--- src/rtl/rf_pkg.sv ---
// -----------------------------------------------------------------------------
// rf_pkg
// Shared types and defaults for the multi-port register file.
//   rf_state_t      : clear-engine state (RF_CLEAR zeroes the array, RF_IDLE
//                     accepts writes)
//   RF_DATA_W_DEF   : default register width
//   RF_NUM_REGS_DEF : default register count (top index is the PC slot)
//   rf_pc_idx(n)    : index of the PC slot in an n-entry file
// -----------------------------------------------------------------------------
package rf_pkg;

    typedef enum logic {
        RF_CLEAR = 1'b0,
        RF_IDLE  = 1'b1
    } rf_state_t;

    localparam int RF_DATA_W_DEF   = 32;
    localparam int RF_NUM_REGS_DEF = 16;

    function automatic int rf_pc_idx(input int n);
        return n - 1;
    endfunction

endpackage

--- src/rtl/rf_clear_fsm.sv ---
// -----------------------------------------------------------------------------
// rf_clear_fsm
// Clear engine and write gating for register_file_mp. After reset, or on
// clear_req, it walks clr_cnt from 0 to NUM_REGS-2 writing zero into each
// general register, then settles in IDLE where normal writes are permitted.
//
// Ports:
//   clk, rst_n   : clock, asynchronous active-low reset
//   clear_req_i  : request to re-run the clear sequence
//   wr_any_i     : a non-PC write is being requested this cycle
//   clr_we_o     : array must write zero at clr_addr_o this cycle
//   clr_addr_o   : index being cleared
//   wr_ok_o      : normal writes may update the array this cycle
//   ready_o      : registered, high while in IDLE
//   wr_drop_o    : registered pulse, a write was discarded last cycle
// -----------------------------------------------------------------------------
module rf_clear_fsm
    import rf_pkg::*;
#(
    parameter int NUM_REGS = RF_NUM_REGS_DEF,
    parameter int ADDR_W   = $clog2(NUM_REGS)
) (
    input  logic              clk,
    input  logic              rst_n,
    input  logic              clear_req_i,
    input  logic              wr_any_i,
    output logic              clr_we_o,
    output logic [ADDR_W-1:0] clr_addr_o,
    output logic              wr_ok_o,
    output logic              ready_o,
    output logic              wr_drop_o
);

    // The last general register; the PC slot above it has no storage.
    localparam logic [ADDR_W-1:0] LAST_IDX = ADDR_W'(NUM_REGS - 2);

    rf_state_t         state_q;
    logic [ADDR_W-1:0] clr_cnt_q;
    logic              ready_q;
    logic              wr_drop_q;

    always_ff @(posedge clk or negedge rst_n) begin
        if (!rst_n) begin
            state_q   <= RF_CLEAR;
            clr_cnt_q <= '0;
            ready_q   <= 1'b0;
            wr_drop_q <= 1'b0;
        end else begin
            // A write is lost if the engine is clearing or a clear is being
            // requested in the same cycle.
            wr_drop_q <= wr_any_i && ((state_q == RF_CLEAR) || clear_req_i);
            case (state_q)
                RF_CLEAR: begin
                    if (clear_req_i) begin
                        clr_cnt_q <= '0;
                    end else if (clr_cnt_q == LAST_IDX) begin
                        state_q   <= RF_IDLE;
                        ready_q   <= 1'b1;
                        clr_cnt_q <= '0;
                    end else begin
                        clr_cnt_q <= clr_cnt_q + 1'b1;
                    end
                end
                RF_IDLE: begin
                    if (clear_req_i) begin
                        state_q   <= RF_CLEAR;
                        ready_q   <= 1'b0;
                        clr_cnt_q <= '0;
                    end
                end
                default: begin
                    state_q   <= RF_CLEAR;
                    ready_q   <= 1'b0;
                    clr_cnt_q <= '0;
                end
            endcase
        end
    end

    assign clr_we_o   = (state_q == RF_CLEAR);
    assign clr_addr_o = clr_cnt_q;
    assign wr_ok_o    = (state_q == RF_IDLE) && !clear_req_i;
    assign ready_o    = ready_q;
    assign wr_drop_o  = wr_drop_q;

endmodule

--- src/rtl/register_file_mp.sv ---
// -----------------------------------------------------------------------------
// register_file_mp
// Parametrised register file: NUM_RD combinational read ports, two write
// ports (port 1 = load writeback, higher priority), PC supplied externally
// at index NUM_REGS-1, and a sequential clear engine (rf_clear_fsm).
//
// Build option: define RF_BYPASS_EN to forward same-cycle write data to
// reads in IDLE (port 1 over port 0). Without it reads see the stored value.
//
// Ports:
//   clk, rst_n        : clock, asynchronous active-low reset
//   ra / rd           : packed read addresses / data, port k at slice k
//   we0, wa0, wd0     : write port 0 (ALU result)
//   we1, wa1, wd1     : write port 1 (load data)
//   pc_in             : value returned for reads of the PC index
//   clear_req         : request to zero all general registers
//   ready             : high in IDLE (writes accepted)
//   wr_drop           : registered pulse, a write was discarded last cycle
// -----------------------------------------------------------------------------
module register_file_mp
    import rf_pkg::*;
#(
    parameter int DATA_W   = RF_DATA_W_DEF,
    parameter int NUM_REGS = RF_NUM_REGS_DEF,
    parameter int ADDR_W   = $clog2(NUM_REGS),
    parameter int NUM_RD   = 2
) (
    input  logic                     clk,
    input  logic                     rst_n,
    input  logic [NUM_RD*ADDR_W-1:0] ra,
    output logic [NUM_RD*DATA_W-1:0] rd,
    input  logic                     we0,
    input  logic [ADDR_W-1:0]        wa0,
    input  logic [DATA_W-1:0]        wd0,
    input  logic                     we1,
    input  logic [ADDR_W-1:0]        wa1,
    input  logic [DATA_W-1:0]        wd1,
    input  logic [DATA_W-1:0]        pc_in,
    input  logic                     clear_req,
    output logic                     ready,
    output logic                     wr_drop
);

    localparam logic [ADDR_W-1:0] PC_IDX = ADDR_W'(rf_pc_idx(NUM_REGS));

    logic              clr_we;
    logic [ADDR_W-1:0] clr_addr;
    logic              wr_ok;
    logic              wr_any;
    logic              wr0_q_en;
    logic              wr1_q_en;

    // Entry PC_IDX is never written; reads of it are served from pc_in.
    logic [DATA_W-1:0] mem_q [NUM_REGS];

    // PC-targeted writes are ignored silently, so they never count as drops.
    assign wr0_q_en = we0 && (wa0 != PC_IDX);
    assign wr1_q_en = we1 && (wa1 != PC_IDX);
    assign wr_any   = wr0_q_en || wr1_q_en;

    rf_clear_fsm #(
        .NUM_REGS (NUM_REGS),
        .ADDR_W   (ADDR_W)
    ) u_clear_fsm (
        .clk         (clk),
        .rst_n       (rst_n),
        .clear_req_i (clear_req),
        .wr_any_i    (wr_any),
        .clr_we_o    (clr_we),
        .clr_addr_o  (clr_addr),
        .wr_ok_o     (wr_ok),
        .ready_o     (ready),
        .wr_drop_o   (wr_drop)
    );

    // Storage is deliberately not reset; the clear engine zeroes it.
    always_ff @(posedge clk) begin
        for (int i = 0; i < NUM_REGS - 1; i++) begin
            if (clr_we && (clr_addr == ADDR_W'(i))) begin
                mem_q[i] <= '0;
            end else if (wr_ok && wr1_q_en && (wa1 == ADDR_W'(i))) begin
                mem_q[i] <= wd1;
            end else if (wr_ok && wr0_q_en && (wa0 == ADDR_W'(i))) begin
                mem_q[i] <= wd0;
            end
        end
    end

    logic [ADDR_W-1:0] rd_addr;

    always_comb begin
        rd      = '0;
        rd_addr = '0;
        for (int k = 0; k < NUM_RD; k++) begin
            rd_addr = ra[k*ADDR_W +: ADDR_W];
            if (rd_addr == PC_IDX) begin
                rd[k*DATA_W +: DATA_W] = pc_in;
            end else if (!ready) begin
                rd[k*DATA_W +: DATA_W] = '0;
`ifdef RF_BYPASS_EN
            end else if (wr_ok && wr1_q_en && (wa1 == rd_addr)) begin
                rd[k*DATA_W +: DATA_W] = wd1;
            end else if (wr_ok && wr0_q_en && (wa0 == rd_addr)) begin
                rd[k*DATA_W +: DATA_W] = wd0;
`endif
            end else begin
                rd[k*DATA_W +: DATA_W] = mem_q[rd_addr];
            end
        end
    end

endmodule

--- config.mk ---
export PLATFORM = sky130hd
export DESIGN_NAME = register_file_mp
export DESIGN_NICKNAME = d
export VERILOG_FILES = /design/src/rtl/rf_pkg.sv /design/src/rtl/rf_clear_fsm.sv /design/src/rtl/register_file_mp.sv
export SDC_FILE = /design/constraint.sdc
export NUM_CORES = 1
export LEC_CHECK = 0
export CORE_AREA = 2 2 256 258
export CTS_BUF_LIST = sky130_fd_sc_hd__clkbuf_4 sky130_fd_sc_hd__clkbuf_8 sky130_fd_sc_hd__clkbuf_16
export CTS_CLUSTER_DIAMETER = 200
export DETAILED_ROUTE_END_ITERATION = 8
export DIE_AREA = 0 0 258 260
export PLACE_DENSITY = 0.76
export SLEW_MARGIN = 40
export SYNTH_ARGS = -nofsm -noshare
export SYNTH_HDL_FRONTEND = slang
export SYNTH_SLANG_ARGS = --single-unit
export TNS_END_PERCENT = 50
--- constraint.sdc ---
create_clock -name clk -period 4.1 [get_ports clk]
set_input_delay 1.025 -clock clk [delete_from_list [all_inputs] [get_ports clk]]
set_output_delay 1.025 -clock clk [all_outputs]
set_load 0.01 [all_outputs]
# [Yosys cells after proc, flatten, opt, wreduce, memory -nomap -nowiden]
# Memory sizes are Yosys's and may differ from the RTL's.
# Index checks and enable logic that the tools add are counted.
# Widths: inputs -> output; s select.
[classes] addsub=1 n_mul=0 div=0 magnitude_cmp=0 n_eq_ne=49 n_shift=0 muxes=181 bitwise_logic=31 n_reduce_logical=58
[ops] cell="$mux 32" n=34
[ops] cell="$mux 1" n=141
[ops] cell="$eq 4x4->1 const B" n=23
[ops] cell="$logic_and 1x1->1" n=51
[ops] cell="$eq 4x3->1 const B" n=12
[ops] cell="$or 1x1->1" n=30
[ops] cell="$eq 4x2->1 const B" n=6
[ops] cell="$eq 4x1->1 const B" n=3
[ops] cell="$logic_not 4->1" n=3
[ops] cell="$mux 4" n=3
[ops] cell="$ne 4x4->1 const B" n=2
[ops] cell="$pmux 4 s2" n=1
[ops] cell="$add 4x1->4 const B" n=1
[ops] cell="$ne 2x2->1 const B" n=2
[ops] cell="$pmux 1 s2" n=2
[ops] cell="$reduce_and 3->1" n=1
[ops] cell="$logic_or 1x1->1" n=2
[ops] cell="$ne 2x1->1 const B" n=1
[ops] cell="$logic_not 1->1" n=1
[ops] cell="$not 1->1" n=1
[totals] regBits=7 latchBits=0 ramBits=512 rom_bits=0 out_inout_bits=66 elab_cells=325 memories=1
[mem_list] name="mem_q" words=16 word_bits=32 rd=2 rd_ports_with_merged_regs=0 write_ports=15 line="register_file_mp.sv:54" rtl="logic [DATA_W-1:0] mem_q [NUM_REGS];"

# [Longest topological paths before layout]
# Gate-level depths: netlist of the first run.
[logic_depth] word_depth=9 depth_mapped=8 ltp_nobuf=4

# [Modules after synthesis]
# From an unflattened synthesis of the first run, not the netlist that was laid out.
[unflattened] cells_unflattened=2380 hier_area_um2=29106.7
[by_module_without_submodules] mod="register_file_mp" n_inst=1 cells_per_inst=2343 area_each_um2=28747.6
[by_module_without_submodules] mod="rf_clear_fsm" n_inst=1 cells_per_inst=37 area_each_um2=359.1

# [Worst setup path before layout of the first run]
# No wires, ideal clock.
[synth_path] path_type="input-to-reg" from="in clear_req" to="mem mem_q[4][0] (netlist bit), enable pin" setup_ns=0.466 arrival_ns=4.076 t_required_ns=3.634 path_slack_ns=-0.442 cell_stages=5 n_path_buf=2 path_cell_list="buf_2 -> and2b_2 -> nand4bb_1 -> buf_2 -> o21ai_0"
[synth_lines] item="from (decl)" line="register_file_mp.sv:39" rtl="input logic clear_req,"
[synth_lines] item="to (decl)" line="register_file_mp.sv:54"

# [Worst setup path in the final report of the first run]
[layout_path] from="in ra[7]" to="out rd[59]"
[layout_between] elab_chain_cells=3
[layout_rtl] item="from (decl)" line="register_file_mp.sv:30" rtl="input logic [NUM_RD*ADDR_W-1:0] ra,"
[layout_rtl] item="$mem_v2 16x32"
[layout_rtl] item="$mux 32" line="register_file_mp.sv:98" rtl="end else if (!ready) begin"
[layout_rtl] item="$mux 32 (*)" line="register_file_mp.sv:96" rtl="if (rd_addr == PC_IDX) begin"
[layout_rtl] item="to (decl)" line="register_file_mp.sv:31" rtl="output logic [NUM_RD*DATA_W-1:0] rd,"
# Every way passes the cells marked *; elsewhere a longest branch is shown, timed or not.

==> results of run 1 <==
-- placed cells by master (no fill, tap or decap), drive strengths merged, types with 4 or more instances in the layout --
cell / Yosys / final
edfxtp: 480 / 480
diode: 0 / 12
mux4: 135 / 135
nand3b: 4 / 4
a31oi: 9 / 9
mux2: 10 / 10
o221ai: 9 / 9
a21oi: 36 / 36
buf: 103 / 258
dlymetal6s2s: 0 / 9
mux2i: 223 / 223
clkinv: 0 / 24
nand2: 125 / 125
clkdlybuf4s50: 0 / 122
nand3: 30 / 30
nor2b: 16 / 16
a211oi: 11 / 11
and2: 4 / 4
dfrtp: 7 / 7
clkbuf: 180 / 65
dlygate4sd2: 0 / 42
nor2: 25 / 25
o211ai: 46 / 46
nand2b: 6 / 6
o22ai: 18 / 18
a22o: 480 / 480
nor3: 10 / 10
a22oi: 70 / 70
a2111oi: 15 / 15
bufinv: 0 / 6
o21ai: 82 / 82
-- final timing paths --
kind | startpoint | end | slack [ns]
worst max-delay path | ra[7] | rd[59] | -0.08
worst max register to register | u_clear_fsm.state_q | mem_q[12][21] | 1.33
max in group asynchronous | rst_n | u_clear_fsm.clr_addr_o[2] | 3.17
worst min register to register | u_clear_fsm.clr_addr_o[1] | u_clear_fsm.clr_addr_o[1] | 0.68
worst min-delay path | rst_n | u_clear_fsm.ready_o | 0.66
min in group clk | u_clear_fsm.clr_addr_o[1] | u_clear_fsm.clr_addr_o[1] | 0.68
-- state kept, by name, indices dropped and copies added, names as in the netlist --
signal and flops:
u_clear_fsm.state_q 1, u_clear_fsm.clr_addr_o 4, u_clear_fsm.wr_drop_o 1, mem_q 480, u_clear_fsm.ready_o 1
-- what timing repair did --
action	CTS	global route
pin swaps	4	0
setup endpoints to repair	52	19
gates resized for setup	82	16
buffers inserted	6	0
-- layout make-up --
cell class                 count  share of cell area
antenna                       12           0.0008491
multi-input combinational   1386              0.3807
sequential                   487              0.4125
inverter                       2           0.0002123
clock buffer                  64             0.03934
timing repair buffer         432              0.1272
tap                          855             0.03025
clock inverter                31            0.008916
-- per-stage QoR --
step                worst slack (ns)  hold slack (ns)  TNS [ns]
global route                -0.08589           0.6894   -0.2672
CTS                         -0.01872           0.6652  -0.02456
global placement             -0.3153           0.6031    -4.500
floorplan                    -0.4418           0.5745   -174.07
finish                      -0.08354           0.6624   -0.2665
detailed placement           -0.3172           0.6639    -5.570
-- kinds of logic (layout without fill, tap and decap cells) --
kind of cell | Yosys count | in the layout | synth area share
AO/OA/AOI/OAI | 781 | 781 | 0.2214
flip-flops | 487 | 487 | 0.5087
multiplexers | 368 | 368 | 0.1878
buffers and inverters | 285 | 529 | 0.04215
AND/OR/NAND/NOR | 237 | 237 | 0.03992
other | 0 | 12 | 0
-- power by group --
| part | internal, mW | switching (mW) |
|---|---|---|
| clock | 2.79 | 2.04 |
| sequential | 5.49 | 0.0406 |
| combinational | 0.629 | 0.875 |
-- per-layer routing --
| layer | vias to the layer above | GRT usage | wire, um |
|---|---|---|---|
| li1 | 9371 | - | - |
| met1 | 11780 | 0.4160 | 38100 |
| met2 | 2489 | 0.4918 | 49140 |
| met3 | 564 | 0.1165 | 18750 |
| met4 | 8 | 0.2030 | 7669 |
| met5 | - | 0 | 49 |
==> reports/metrics.cfg, run 1 <==
[synthesis]
ys_ff_latch=487
ys.flop_type=edfxtp_1
syn-num-nets=2275
syn_area_um2=28680
synthArstFlopShare=0.01437
synth_edf_count=480
synth_area_leaders=edfxtp_1 (50%), a22o_1 (15%), mux4_2 (11%)
syn_inst=2158
synth_commonest_cells=a22o_1 (480), edfxtp_1 (480), mux2i_1 (223)
synth_top_cell_area_share=0.5026
syn_area_per_cell_um2=13.29
yosysUniqueCellTypes=52
seq_area_frac_synth=0.5087
yosysTopAreaCell=edfxtp_1
yosysWarnings=0

[timing]
period_needed_ns=4.184
finalCritPeriodShare=1.020
skew_ns=0.01828
tightest_slew_ns=0.7809
rsz0062_at_grt=yes
setup_slack_ns=-0.08354
maxSlewViolCount=0
slew_headroom=0.4778
fmax_mhz=239.0
setup_viol=6
hold_viol_final=0

[layout]
layout.nets=2477
fin_area_um2=35360
multi_input_area_um2=13460
final_cells=3269
n_fill_cell=5082
final_util=0.5516
regArea_um2=14590
syn2layout_area_growth_pct=23.32
drive_gt1_frac=0.2435

[pwr]
power.total_mw=11.86
vdd_drop_max_mv=0.3396
powerDensity_nw_per_um2=335.3
power_leakage_nw=13.23

[cts]
insertion_delay_ns=0.63
htreeDepth=2
path_clk_slew_ns=0.07
clockRootBuffer=clkbuf_16
cts_hold_buf=0
numCtsBuffers=51
cts_tree=done
cts.sinks=487
cts_buffer_depth=3

[worst_setup_path]
start_kind=input pin
cp_num_buf_inv=4
worstPathCellList=clkdlybuf4s50_1 > buf_4 > nand2_2 > a211oi_1 > buf_4 > nor3_2 > clkdlybuf4s50_1
cp_slowest_cell=clkdlybuf4s50_1
cp_top_family=buffers and inverters
cp.depth=7
r2r_cells=4
slowest_delay_ns=0.62
arrival_ns=3.16
path_class=in -> out
crit_fanout=5
crit_path_end_kind=primary output
crit_required_ns=3.07

[run_status]
outcome=finished with violations
violations=setup timing

[die]
start_util=0.4473
die_x_um=258
rows=93
die_h_um=260
die_area_um2=67080
io_pins=183
core_area_um2=64120

[hold_path]
min_path_type=in -> async

[routing]
dr.pass1.iters=6
avgViaCountPerCell=7.405
vias=24210
final_antenna_net_count=0
drt_wl_total_um=113700
wire_per_inst_um=34.78
drc=0
drtIter0Drc=4232

[placed_design]
globalplace.congestion=0.9554
dp_hpwl_um=71850
dpl_cell_area_um2=33420
io_buffers=182
dp_cells=3156

[grt]
grt_pass1_vias=24300
grt_max_degree=33
grt_pass1_wl_um=161700
antenna_found_initial=19
grt_remaining_overflow=0
track_usage=0.3312

[job]
maxCapViolations=0

Note: power is estimated with default switching activity, not from simulation.
==> run 2: changes to the inputs <==
Settings changed: GPL_TIMING_DRIVEN set to 0.
==> run 2 against run 1 <==
The flow still finishes with violations (setup timing). Clock-buffer cell count unchanged. First-iteration DRC count is 17% higher. Worst setup slack got worse by 0.089 ns. Register-to-register slack got worse by 0.85 ns. Flip-flop and latch count unchanged. Die area unchanged. Total power grew 3.8%. Non-clock buffer count up 83. Critical endpoint is now rd[22]. Largest power group unchanged.
==> reports/metrics.cfg, run 2 (synthesis gave the netlist of run 1 again) <==
[run_status]
outcome=finished with violations  ; unchanged
violations=setup timing  ; unchanged

[cts]
htreeDepth=2  ; unchanged
cts_tree=done  ; unchanged
cts_buffer_depth=3  ; unchanged
cts_hold_buf=0  ; unchanged
insertion_delay_ns=0.65  ; was 0.63 ns
numCtsBuffers=52  ; was 51
path_clk_slew_ns=0.07  ; about the same
cts.sinks=487  ; unchanged
clockRootBuffer=clkbuf_16  ; unchanged

[layout]
final_cells=3345  ; was 3269
layout.nets=2561  ; was 2477
syn2layout_area_growth_pct=24.93  ; was 23.32%
largest_reg_flops=480  ; unchanged
layout_common_cells=a22o_1 (480), edfxtp_1 (480), mux2i_1 (196)  ; was a22o_1 (480), edfxtp_1 (480), mux2i_1 (216)
regMostFlops=mem_q  ; unchanged
fin_area_um2=35830  ; was 35360 um2
drive_gt1_frac=0.2400  ; was 0.2435
final_util=0.5588  ; was 0.5516

[die]
die_area_um2=67080  ; unchanged
start_util=0.4473  ; unchanged
core_area_um2=64120  ; unchanged
die_x_um=258  ; unchanged
rows=93  ; unchanged
die_h_um=260  ; unchanged
io_pins=183  ; unchanged

[timing]
period_needed_ns=4.273  ; was 4.184 ns
finalCritPeriodShare=1.042  ; was 1.020
rsz0062_at_grt=yes  ; unchanged
skew_ns=0.01366  ; was 0.01828 ns
setup_slack_ns=-0.1727  ; was -0.08354 ns
maxSlewViolCount=0  ; unchanged
slew_headroom=0.3218  ; was 0.4778
fmax_mhz=234.0  ; was 239.0 MHz
setup_viol=41  ; was 6
hold_viol_final=0  ; unchanged
tightest_slew_ns=1.017  ; was 0.7809 ns

[worst_setup_path]
arrival_ns=3.25  ; was 3.16 ns
crit_path_end_kind=primary output  ; unchanged
crit_fanout=10  ; was 5
crit_required_ns=3.07  ; about the same
slowest_delay_ns=0.54  ; was 0.62 ns
start_kind=input pin  ; unchanged
worstPathCellList=clkbuf_4 > buf_12 > buf_12 > mux4_2 > mux2i_1 > o211ai_1 > clkdlybuf4s50_1  ; was clkdlybuf4s50_1 > buf_4 > nand2_2 > a211oi_1 > buf_4 > nor3_2 > clkdlybuf4s50_1
cp_slowest_cell=clkdlybuf4s50_1  ; unchanged
path_class=in -> out  ; unchanged
cpMostUsedCell=buf_12
rrSetupSlack_ns=0.48  ; was 1.33 ns

[grt]
grt_remaining_overflow=0  ; unchanged
antenna_found_initial=2  ; was 19
track_usage=0.3878  ; was 0.3312
grt_pass1_vias=24680  ; was 24300
grt_pass1_wl_um=183400  ; was 161700 um
grt_max_degree=15  ; was 33

[placed_design]
io_buffers=176  ; was 182
dp_cells=3228  ; was 3156
dpl_cell_area_um2=32330  ; was 33420 um2
globalplace.congestion=1.075  ; was 0.9554
dp_hpwl_um=91620  ; was 71850 um

[pwr]
powerDensity_nw_per_um2=343.6  ; was 335.3 nW/um2
power.total_mw=12.31  ; was 11.86 mW
vdd_drop_max_mv=0.3354  ; was 0.3396 mV
power_leakage_nw=13.40  ; was 13.23 nW

[routing]
wire_per_inst_um=39.58  ; was 34.78 um
drt_wl_total_um=132400  ; was 113700 um
vias=25430  ; was 24210
dr.pass1.iters=7  ; was 6
drc=0  ; unchanged
avgViaCountPerCell=7.601  ; was 7.405
drtIter0Drc=4935  ; was 4232
final_antenna_net_count=0  ; unchanged

[hold_path]
min_path_type=in -> async  ; unchanged

[job]
maxCapViolations=0  ; unchanged

[run 2: power breakdown]
group,internal [mW],switching (mW),total (mW),leakage [nW]
logic,0.642,1.08,1.72,7.21
registers,5.49,0.0383,5.52,5.31
clock network,2.89,2.18,5.07,0.883
total,9.02,3.29,12.3,13.4
[run 2: final cells by class]
class | count | area (um2)
multi-input cells | 1386 | 13720
inverters | 2 | 11.26
clock inverters | 34 | 362.8
repair buffers | 238 | 2650
well taps | 855 | 1070
fillers | 5065 | 28290
flip-flops and latches | 487 | 14590
clock buffers | 64 | 1409
diodes | 2 | 5.005
plain buffers | 277 | 2004
[run 2: per-stage QoR]
step / setup slack, ns / hold WS, ns / TNS (ns)
finish: -0.1727 / 0.6835 / -2.493
global route: -0.1259 / 0.7078 / -1.244
CTS: -0.1985 / 0.6740 / -2.543
detailed placement: -2.067 / 0.6562 / -184.64
global placement: -4.057 / 0.6075 / -1916.56
floorplan: -0.4418 / 0.5745 / -174.07
[run 2: per-layer routing]
metal,vias up,part of all wire,track usage
met5,-,0.0018,0.007123
met4,4,0.087,0.2497
met3,738,0.18,0.1618
met2,2911,0.41,0.5550
met1,12240,0.32,0.4829
li1,9537,-,-
[run 2: worst max-delay path, delay by kind of cell]
kind	cells	cell delay [ns]
AO/OA/AOI/OAI	1	0.21
buffers and inverters	4	1.14
multiplexers	2	0.86
[run 2: path summary, 6_finish.rpt]
check / start / end / depth (start not counted)
setup / recovery: ra[0] / rd[22] / 7
hold / removal: rst_n / u_clear_fsm.state_q / 1
setup reg to reg: u_clear_fsm.state_q / mem_q[1][13] / 9
hold reg to reg: u_clear_fsm.clr_addr_o[3] / u_clear_fsm.clr_addr_o[3] / 2
max in group asynchronous: rst_n / u_clear_fsm.ready_o / 1
min in group clk: u_clear_fsm.clr_addr_o[3] / u_clear_fsm.clr_addr_o[3] / 2
[run 2: repair_timing]
action	in CTS	in global routing
pin swaps	23	21
gates resized for setup	373	99
setup endpoints to repair	64	62
cloned	0	0
setup buffers	11	11
